--- src/rtl/cpu_fetch_stage_if.sv ---
// Instruction bus between the fetch stage (master) and memory (slave).
// One read at a time: request/address held until a single-cycle ready strobe.
`timescale 1ns/1ps
interface cpu_fetch_stage_if;
  logic        bus_request;
  logic [31:0] bus_address;
  logic        bus_ready;
  logic [31:0] bus_rdata;

  modport master (
    output bus_request,
    output bus_address,
    input  bus_ready,
    input  bus_rdata
  );

  modport slave (
    input  bus_request,
    input  bus_address,
    output bus_ready,
    output bus_rdata
  );
endinterface

--- src/rtl/cpu_fetch_stage.sv ---
// Instruction fetch stage: one outstanding bus read, publishes word/PC/tag to
// decode, honours downstream stall and redirects without cancelling a read.
`timescale 1ns/1ps
module cpu_fetch_stage #(
  parameter logic [31:0] RESET_PC = 32'h0000_0000
) (
  input  logic               i_clock,
  input  logic               i_reset,
  input  logic               i_busy,
  input  logic               i_jump,
  input  logic        [31:0] i_jump_pc,
  cpu_fetch_stage_if.master  bus,
  output logic         [7:0] o_tag,
  output logic        [31:0] o_instruction,
  output logic        [31:0] o_pc
);

  typedef enum logic [1:0] {IDLE, WAIT, HOLD} state_t;

  localparam logic [31:0] RESET_PC_W = RESET_PC & ~32'h3;

  state_t      state_q, state_d;
  logic [31:0] pc_q, pc_d;
  logic [31:0] held_q, held_d;
  logic        discard_q, discard_d;
  logic [31:0] pending_pc_q, pending_pc_d;
  logic        req_q, req_d;
  logic [31:0] addr_q, addr_d;
  logic  [7:0] tag_q, tag_d;
  logic [31:0] instr_q, instr_d;
  logic [31:0] opc_q, opc_d;

  logic [31:0] jump_pc;
  logic        publish;
  logic [31:0] pub_word;

  assign jump_pc = i_jump_pc & ~32'h3;

  always_ff @(posedge i_clock or negedge i_reset) begin
    if (!i_reset) begin
      state_q      <= IDLE;
      pc_q         <= RESET_PC_W;
      held_q       <= 32'h0;
      discard_q    <= 1'b0;
      pending_pc_q <= 32'h0;
      req_q        <= 1'b0;
      addr_q       <= 32'h0;
      tag_q        <= 8'h0;
      instr_q      <= 32'h0;
      opc_q        <= 32'h0;
    end else begin
      state_q      <= state_d;
      pc_q         <= pc_d;
      held_q       <= held_d;
      discard_q    <= discard_d;
      pending_pc_q <= pending_pc_d;
      req_q        <= req_d;
      addr_q       <= addr_d;
      tag_q        <= tag_d;
      instr_q      <= instr_d;
      opc_q        <= opc_d;
    end
  end

  always_comb begin
    state_d      = state_q;
    pc_d         = pc_q;
    held_d       = held_q;
    discard_d    = discard_q;
    pending_pc_d = pending_pc_q;
    req_d        = req_q;
    addr_d       = addr_q;
    tag_d        = tag_q;
    instr_d      = instr_q;
    opc_d        = opc_q;
    publish      = 1'b0;
    pub_word     = held_q;

    case (state_q)
      IDLE: begin
        if (i_jump) begin
          pc_d = jump_pc;
        end else begin
          req_d   = 1'b1;
          addr_d  = pc_q;
          state_d = WAIT;
        end
      end
      WAIT: begin
        if (!bus.bus_ready) begin
          // Redirect is deferred until the read completes; last jump wins.
          if (i_jump) begin
            discard_d    = 1'b1;
            pending_pc_d = jump_pc;
          end
        end else begin
          req_d     = 1'b0;
          discard_d = 1'b0;
          state_d   = IDLE;
          if (i_jump) begin
            pc_d = jump_pc;
          end else if (discard_q) begin
            pc_d = pending_pc_q;
          end else if (!i_busy) begin
            publish  = 1'b1;
            pub_word = bus.bus_rdata;
          end else begin
            held_d  = bus.bus_rdata;
            state_d = HOLD;
          end
        end
      end
      HOLD: begin
        if (i_jump) begin
          pc_d    = jump_pc;
          state_d = IDLE;
        end else if (!i_busy) begin
          publish  = 1'b1;
          pub_word = held_q;
          state_d  = IDLE;
        end
      end
      default: state_d = IDLE;
    endcase

    // Decode sees a new word only through a tag change.
    if (publish) begin
      instr_d = pub_word;
      opc_d   = pc_q;
      tag_d   = tag_q + 8'd1;
      pc_d    = pc_q + 32'd4;
    end
  end

  assign bus.bus_request = req_q;
  assign bus.bus_address = addr_q;
  assign o_tag           = tag_q;
  assign o_instruction   = instr_q;
  assign o_pc            = opc_q;

endmodule

--- src/flat_wrapper.sv ---
// flat-port wrapper written by rule: the top's interface ports become plain ports
module cpu_fetch_stage_flat 
#(
  parameter logic [31:0] RESET_PC = 32'h0000_0000
)
  (i_clock, i_reset, i_busy, i_jump, i_jump_pc, o_tag, o_instruction, o_pc, bus_bus_request, bus_bus_address, bus_bus_ready, bus_bus_rdata);
  cpu_fetch_stage_if bus_i ();
  input  logic i_clock;
  input  logic i_reset;
  input  logic i_busy;
  input  logic i_jump;
  input  logic        [31:0] i_jump_pc;
  output logic         [7:0] o_tag;
  output logic        [31:0] o_instruction;
  output logic        [31:0] o_pc;
  output wire logic [$bits(bus_i.bus_request)-1:0] bus_bus_request;
  output wire logic [$bits(bus_i.bus_address)-1:0] bus_bus_address;
  input wire logic [$bits(bus_i.bus_ready)-1:0] bus_bus_ready;
  input wire logic [$bits(bus_i.bus_rdata)-1:0] bus_bus_rdata;
  assign bus_bus_request = bus_i.bus_request;
  assign bus_bus_address = bus_i.bus_address;
  assign bus_i.bus_ready = bus_bus_ready;
  assign bus_i.bus_rdata = bus_bus_rdata;
  cpu_fetch_stage #(.RESET_PC(RESET_PC)) u_core (.i_clock(i_clock), .i_reset(i_reset), .i_busy(i_busy), .i_jump(i_jump), .i_jump_pc(i_jump_pc), .bus(bus_i), .o_tag(o_tag), .o_instruction(o_instruction), .o_pc(o_pc));
endmodule
--- config.mk ---
export PLATFORM = sky130hd
export DESIGN_NAME = cpu_fetch_stage_flat
export DESIGN_NICKNAME = d
export VERILOG_FILES = /design/src/rtl/cpu_fetch_stage_if.sv /design/src/rtl/cpu_fetch_stage.sv /design/src/flat_wrapper.sv
export SDC_FILE = /design/constraint.sdc
export NUM_CORES = 1
export LEC_CHECK = 0
export CAP_MARGIN = 20
export CORE_UTILIZATION = 35
export CTS_CLUSTER_SIZE = 40
export DETAILED_ROUTE_END_ITERATION = 7
export HOLD_SLACK_MARGIN = 0.1
export PLACE_DENSITY_LB_ADDON = 0.08
export SLEW_MARGIN = 20
export SYNTH_ARGS = -nofsm -noshare
export SYNTH_HDL_FRONTEND = slang
export SYNTH_SLANG_ARGS = --single-unit
--- constraint.sdc ---
create_clock -name i_clock -period 2.5 [get_ports i_clock]
set_input_delay 0.5 -clock i_clock [delete_from_list [all_inputs] [get_ports i_clock]]
set_output_delay 0.5 -clock i_clock [all_outputs]
set_load 0.005 [all_outputs]
==> results of run 1 <==
[report_power, final]
group / leakage, µW / total (µW) / internal (µW) / switching [µW]
clock: 0.000287 / 2730 / 1400 / 1330
combinational: 0.00271 / 5290 / 3110 / 2180
sequential: 0.00241 / 5720 / 4640 / 1080
[cells by family (layout without fill, tap and decap cells)]
kind of cell               after synthesis  after routing
AOI/OAI and AO/OA                      129            129
xor gates and xnor gates                 7              7
adders and majority gates                7              7
buffers and inverters                   61            247
DFF                                    196            196
muxes                                  140            140
other                                    1              4
and+or+nand+nor                        260            260
[tightest hold or removal path: cells and delay by family (launching register included)]
family | cells | cell delay, ps
simple gates | 2 | 100
flops | 1 | 340
[through the flow]
step                      setup WS [ps]  util, %  cell area, µm²  hold WS [ps]
after CTS                           259     47.0           11800           480
after detailed placement          -35.3     44.6           11200           463
final                               259     47.0           11800           473
after global routing                113     47.0           11800           497
after global placement            -4.35     44.6           11200           458
after floorplan                     426        -            8970           204
[path summary, 6_finish.rpt]
kind                                                     endpoint
max                                    u_core.pc_q[9]$_DFFE_PN0P_
min                                   u_core.o_pc[25]$_DFFE_PN0P_
max reg2reg                            u_core.pc_q[9]$_DFFE_PN0P_
min reg2reg                           u_core.o_pc[25]$_DFFE_PN0P_
max in group asynchronous  u_core.bus.bus_address[17]$_DFFE_PN0P_
min in group asynchronous             u_core.o_pc[10]$_DFFE_PN0P_
[area by class of cell]
cell class                      instances  area, µm²  share of cell area [%]
Inverter                                6       22.5                   0.191
Timing Repair Buffer                  209       2110                    17.9
Tap cell                              330        413                    3.50
Sequential cell                       196       4900                    41.6
Clock buffer                           20        467                    3.96
Multi-Input combinational cell        547       3770                    32.0
Clock inverter                         12        111                   0.944
[per-layer routing]
metal	global-route usage [%]	wire length, µm
met1	24.9	11100
met5	0	0
met4	4.85	244
met2	27.6	10400
met3	3.14	709
[cell usage after synthesis, types with 7 or more instances]
cell,n
ha_1,7
mux2_2,92
nand2_1,167
o22a_1,15
nor2_1,23
mux2i_1,48
a32oi_1,7
nand3_1,16
buf_2,30
o21ai_0,43
a21oi_1,28
dfrtp_1,196
and3_1,14
clkbuf_1,10
nand4_1,9
[registers in the layout (all words and copies together) (netlist names)]
name	flops
u_core.o_pc	30
u_core.pending_pc_q	30
u_core.o_instruction	32
u_core.discard_q	1
u_core.bus.bus_address	30
u_core.pc_q	30
u_core.state_q	2
u_core.o_tag	8
u_core.bus.bus_request	1
u_core.held_q	32
==> impl_metrics.env, run 1 <==
export IMPL_reg2reg_slack_ps=260
export IMPL_slowest_stage="or3b_1"
export IMPL_detailed_place_hpwl_mm=15.4
export IMPL_r2r_start="u_core.state_q[0]$_DFFE_PN0P_"
export IMPL_cap_violations=0
export IMPL_run_status="completed"
export IMPL_cts_hold_buf=1
export IMPL_cp_arrival_ps=2570
export IMPL_synth_mux_area_share_pct=16.9
export IMPL_grt_total_usage_pct=17.6
export IMPL_post_cts_buffers=0
export IMPL_synth_cell_types=59
export IMPL_crit_cells=8
export IMPL_antenna_found_initial=0
export IMPL_yosys_most_used_dff="dfrtp_1"
export IMPL_clk_latency_ps=440
export IMPL_critical_path_class="reg2reg"
export IMPL_syn_area_per_cell_um2=11.2
export IMPL_fin_total_pwr_uw=13700
export IMPL_yosysTopAreaCell="dfrtp_1"
export IMPL_synth_compound_area_share_pct=9.66
export IMPL_cp_data_required_time_ps=2830
export IMPL_netlist_top_cells_area="dfrtp_1, mux2_2, nand2_1"
export IMPL_start_util_pct=35.7
export IMPL_area_delta_synth_final_pct=31.6
export IMPL_final_common_cell="dfrtp_1"
export IMPL_post_route_drc_count=0
export IMPL_slew_violations=0
export IMPL_synth_enable_flop_cells=0
export IMPL_grt_max_degree=59
export IMPL_cts_root_buf="clkbuf_16"
export IMPL_hold_viol_final=0
export IMPL_cts_tree="yes"
export IMPL_cp_top_family="compound AO/OA/AOI/OAI gates"
export IMPL_port_buffers=167
export IMPL_period_share_pct=89.6
export IMPL_fillers=2387
export IMPL_clkSinkCount=196
export IMPL_crit_buf_inv=2
export IMPL_fin_worst_skew_ps=17.4
export IMPL_synth_top_area_share_pct=54.7
export IMPL_ys_ff_latch=196
export IMPL_drive_gt1_share_pct=18.4
export IMPL_route_vias_total=6533
export IMPL_rsz0062_at_grt="no"
export IMPL_ios=174
export IMPL_path_clk_slew_ps=80
export IMPL_cp_startpoint="u_core.state_q[0]$_DFFE_PN0P_"
export IMPL_coreArea_um2=25100
export IMPL_yosysSeqAreaShare_pct=54.7
export IMPL_path_cells="inv_1 > ha_1 > or3b_1 > a21o_4 > buf_4 > a21oi_1 > nor2_1 > o22a_1"
export IMPL_dieWidth_um=162
export IMPL_die_area_um2=26200
export IMPL_numCtsBuffers=17
export IMPL_drt_iter0_drc=348
export IMPL_slew_limit_headroom_pct=64.5
export IMPL_tightest_slew_ps=530
export IMPL_worstSetupEndpointType="flop"
export IMPL_peakVddDrop_mv=0.433
export IMPL_timing_fmax_ghz=0.446
export IMPL_grt_pass1_wl_mm=35.6
export IMPL_crit_fanout=26
export IMPL_hold_class="reg2reg"
export IMPL_reg2reg_depth=8
export IMPL_final_cell_mix="dfrtp_1, nand2_1, clkdlybuf4s50_1"
export IMPL_rows=58
export IMPL_dr_pass1_iters=4
export IMPL_async_flop_share_pct=100
export IMPL_yosys_warnings=0
export IMPL_leakagePower_uw=0.00541
export IMPL_grt_ovfl_total=0
export IMPL_synth_top_family_by_area="multiplexers"
export IMPL_cpPeakStageDelay_ps=420
export IMPL_diodes=0
export IMPL_gp_congestion=0.773
export IMPL_first_global_vias=6356
export IMPL_drtAntennaViolNets=0
export IMPL_nets=1053
export IMPL_synth_simple_gate_area_share_pct=13.4
export IMPL_synth_fa_ha_area_share_pct=0.978
export IMPL_hold_depth=2
export IMPL_viasPerCell=4.95
export IMPL_die_y_um=162
export IMPL_netlist_area_um2=8960
export IMPL_period_minus_slack_ps=2240
export IMPL_synth_xor_area_share_pct=0.684
export IMPL_tns_ps=0
export IMPL_dp_cells=1287
export IMPL_setup_viol=0
export IMPL_syn_inst=801
export IMPL_min_from="u_core.o_pc[25]$_DFFE_PN0P_"
export IMPL_wl_per_cell_um=17.0
export IMPL_cts_htree_levels=4
export IMPL_layout_cells_non_filler=1320
export IMPL_power_density_nw_per_um2=1160
export IMPL_critPathLaunchType="flop"
export IMPL_wirelength_mm=22.4
export IMPL_cts_buffer_depth=2
export IMPL_postCtsResizedCells=0
Power figures use the tool's default switching activity.
==> run 2, diff against run 1 <==
Settings changed: CORE_MARGIN set to 3.
==> run 2 against run 1 <==
  * Flip-flop and latch count unchanged
  * Combinational power increased by 2%
  * Global-route usage fell by 0.85 points
  * Core utilization increased by 0.86 points
  * Via count grew 1.1%
  * Final cell count decreased by 0.15%
  * Sequential power hardly changed
  * Sequential share of layout area decreased by 0.15 points
  * First-iteration DRC count up 28%
  * Cell area up 0.37%
  * Routed wire length increased by 2.4%
  * Highest routed layer unchanged
  * Count of clock-buffer cells in the layout decreased by 2
==> impl_metrics.env, run 2 (synthesis results as in run 1) <==
export IMPL_hold_ws_ps=471
export IMPL_slew_limit_headroom_pct=63.2
export IMPL_hold_viol_final=0
export IMPL_clk_latency_ps=430
export IMPL_nets=1057
export IMPL_path_cells="inv_1 > ha_1 > or3b_1 > a21o_4 > buf_4 > and3_1 > a21oi_1 > o22a_1"
export IMPL_crit_fanout=18
export IMPL_power_density_nw_per_um2=1170
export IMPL_cp_data_required_time_ps=2860
export IMPL_die_y_um=166
export IMPL_rows=57
export IMPL_port_buffers=167
export IMPL_numCtsBuffers=17
export IMPL_post_place_ws_ps=-26.4
export IMPL_cp_arrival_ps=2610
export IMPL_slowest_stage="or3b_1"
export IMPL_cpPeakStageDelay_ps=420
export IMPL_timing_fmax_ghz=0.444
export IMPL_met1_usage_pct=26.0
export IMPL_leakagePower_uw=0.00542
export IMPL_detailed_place_hpwl_mm=16.0
export IMPL_fin_area_um2=11800
export IMPL_die_area_um2=27600
export IMPL_final_common_cell="dfrtp_1"
export IMPL_fillers=2269
export IMPL_cts_tree="yes"
export IMPL_slew_violations=0
export IMPL_clkSinkCount=196
export IMPL_grt_max_degree=59
export IMPL_grt_pass1_wl_mm=37.0
export IMPL_critPathLaunchType="flop"
export IMPL_grt_busiest_layer="met1"
export IMPL_period_minus_slack_ps=2250
export IMPL_setup_viol=0
export IMPL_dr_pass1_iters=4
export IMPL_area_delta_synth_final_pct=32.1
export IMPL_wl_per_cell_um=17.4
export IMPL_wirelength_mm=23.0
export IMPL_post_route_drc_count=0
export IMPL_path_clk_slew_ps=70
export IMPL_fin_worst_skew_ps=17.4
export IMPL_use_met2_pct=24.2
export IMPL_critical_path_class="reg2reg"
export IMPL_start_util_pct=36.2
export IMPL_cts_root_buf="clkbuf_16"
export IMPL_period_share_pct=90.0
export IMPL_viasPerCell=5.01
export IMPL_coreArea_um2=24700
export IMPL_ios=174
export IMPL_placed_cell_area_um2=11300
export IMPL_dieWidth_um=166
export IMPL_postCtsResizedCells=0
export IMPL_grt_total_usage_pct=16.8
export IMPL_final_cell_mix="dfrtp_1, nand2_1, clkdlybuf4s50_1"
export IMPL_gp_congestion=0.797
export IMPL_first_global_vias=6402
export IMPL_tightest_slew_ps=549
export IMPL_run_status="completed"
export IMPL_drive_gt1_share_pct=18.6
export IMPL_use_met3_pct=2.95
export IMPL_peakVddDrop_mv=0.424
export IMPL_cap_violations=0
export IMPL_drt_iter0_drc=444
export IMPL_hold_class="reg2reg"
export IMPL_cts_buffer_depth=2
export IMPL_grt_ovfl_total=0
export IMPL_setup_ws_ps=249
export IMPL_diodes=0
export IMPL_rsz0062_at_grt="no"
export IMPL_route_vias_total=6603
export IMPL_drtAntennaViolNets=0
export IMPL_worstSetupEndpointType="flop"
export IMPL_antenna_found_initial=0
export IMPL_cts_htree_levels=4
==> run 2: area by class of cell <==
class	count	area (µm²)	share of cell area (%)
sequential	196	4900	41.4
multi-input combinational	547	3770	31.8
timing repair buffer	213	2160	18.3
clock buffer	18	429	3.63
tap	324	405	3.43
clock inverter	14	145	1.23
inverter	6	22.5	0.190
==> run 2: final timing paths <==
check / start / endpoint / slack (ps) / depth (start not counted)
max: u_core.state_q[1]$_DFFE_PN0P_ / u_core.pc_q[9]$_DFFE_PN0P_ / 250 / 8
min: u_core.o_tag[7]$_DFFE_PN0P_ / u_core.o_tag[7]$_DFFE_PN0P_ / 470 / 1
min reg2reg: u_core.o_tag[7]$_DFFE_PN0P_ / u_core.o_tag[7]$_DFFE_PN0P_ / 470 / 1
max reg2reg: u_core.state_q[1]$_DFFE_PN0P_ / u_core.pc_q[9]$_DFFE_PN0P_ / 250 / 8
max in group asynchronous: i_reset / u_core.held_q[17]$_DFFE_PN0P_ / 1170 / 3
min in group asynchronous: i_reset / u_core.bus.bus_address[13]$_DFFE_PN0P_ / 620 / 2
==> run 2: power breakdown <==
| group | switching, µW | internal [µW] |
|---|---|---|
| clock | 1290 | 1410 |
| combinational | 2260 | 3150 |
| sequential | 1110 | 4640 |
==> run 2: layer usage <==
layer  wire, µm  up-vias
li1           -     3180
met1      11800     3232
met2      10000      180
met3       1050       11
met4        144        0
met5          0        -
==> run 2: repair_timing <==
action	CTS	global route
hold buffers	1	0
endpoints found under the setup margin	0	0
buffers inserted	0	0
hold endpoints to repair	54	0
==> run 2: metrics by stage <==
stage               power [µW]  util (%)  TNS, ps  instances
finish                   13900      47.8        0       1318
global route             14800      47.8        0       1318
CTS                      14000      47.8        0       1318
detailed placement       11300      45.5    -51.6       1285
global placement         11200      45.5    -13.8       1285
floorplan                 8500         -        0        804
==> run 2: critical path, delay by kind of cell (launching register included) <==
kind | cells | cell delay, ps
AO/OA/AOI/OAI | 3 | 570
AND/OR/NAND/NOR | 2 | 630
adder cells (fa/ha/maj) | 1 | 270
flip-flops | 1 | 400
buffers and inverters | 2 | 300
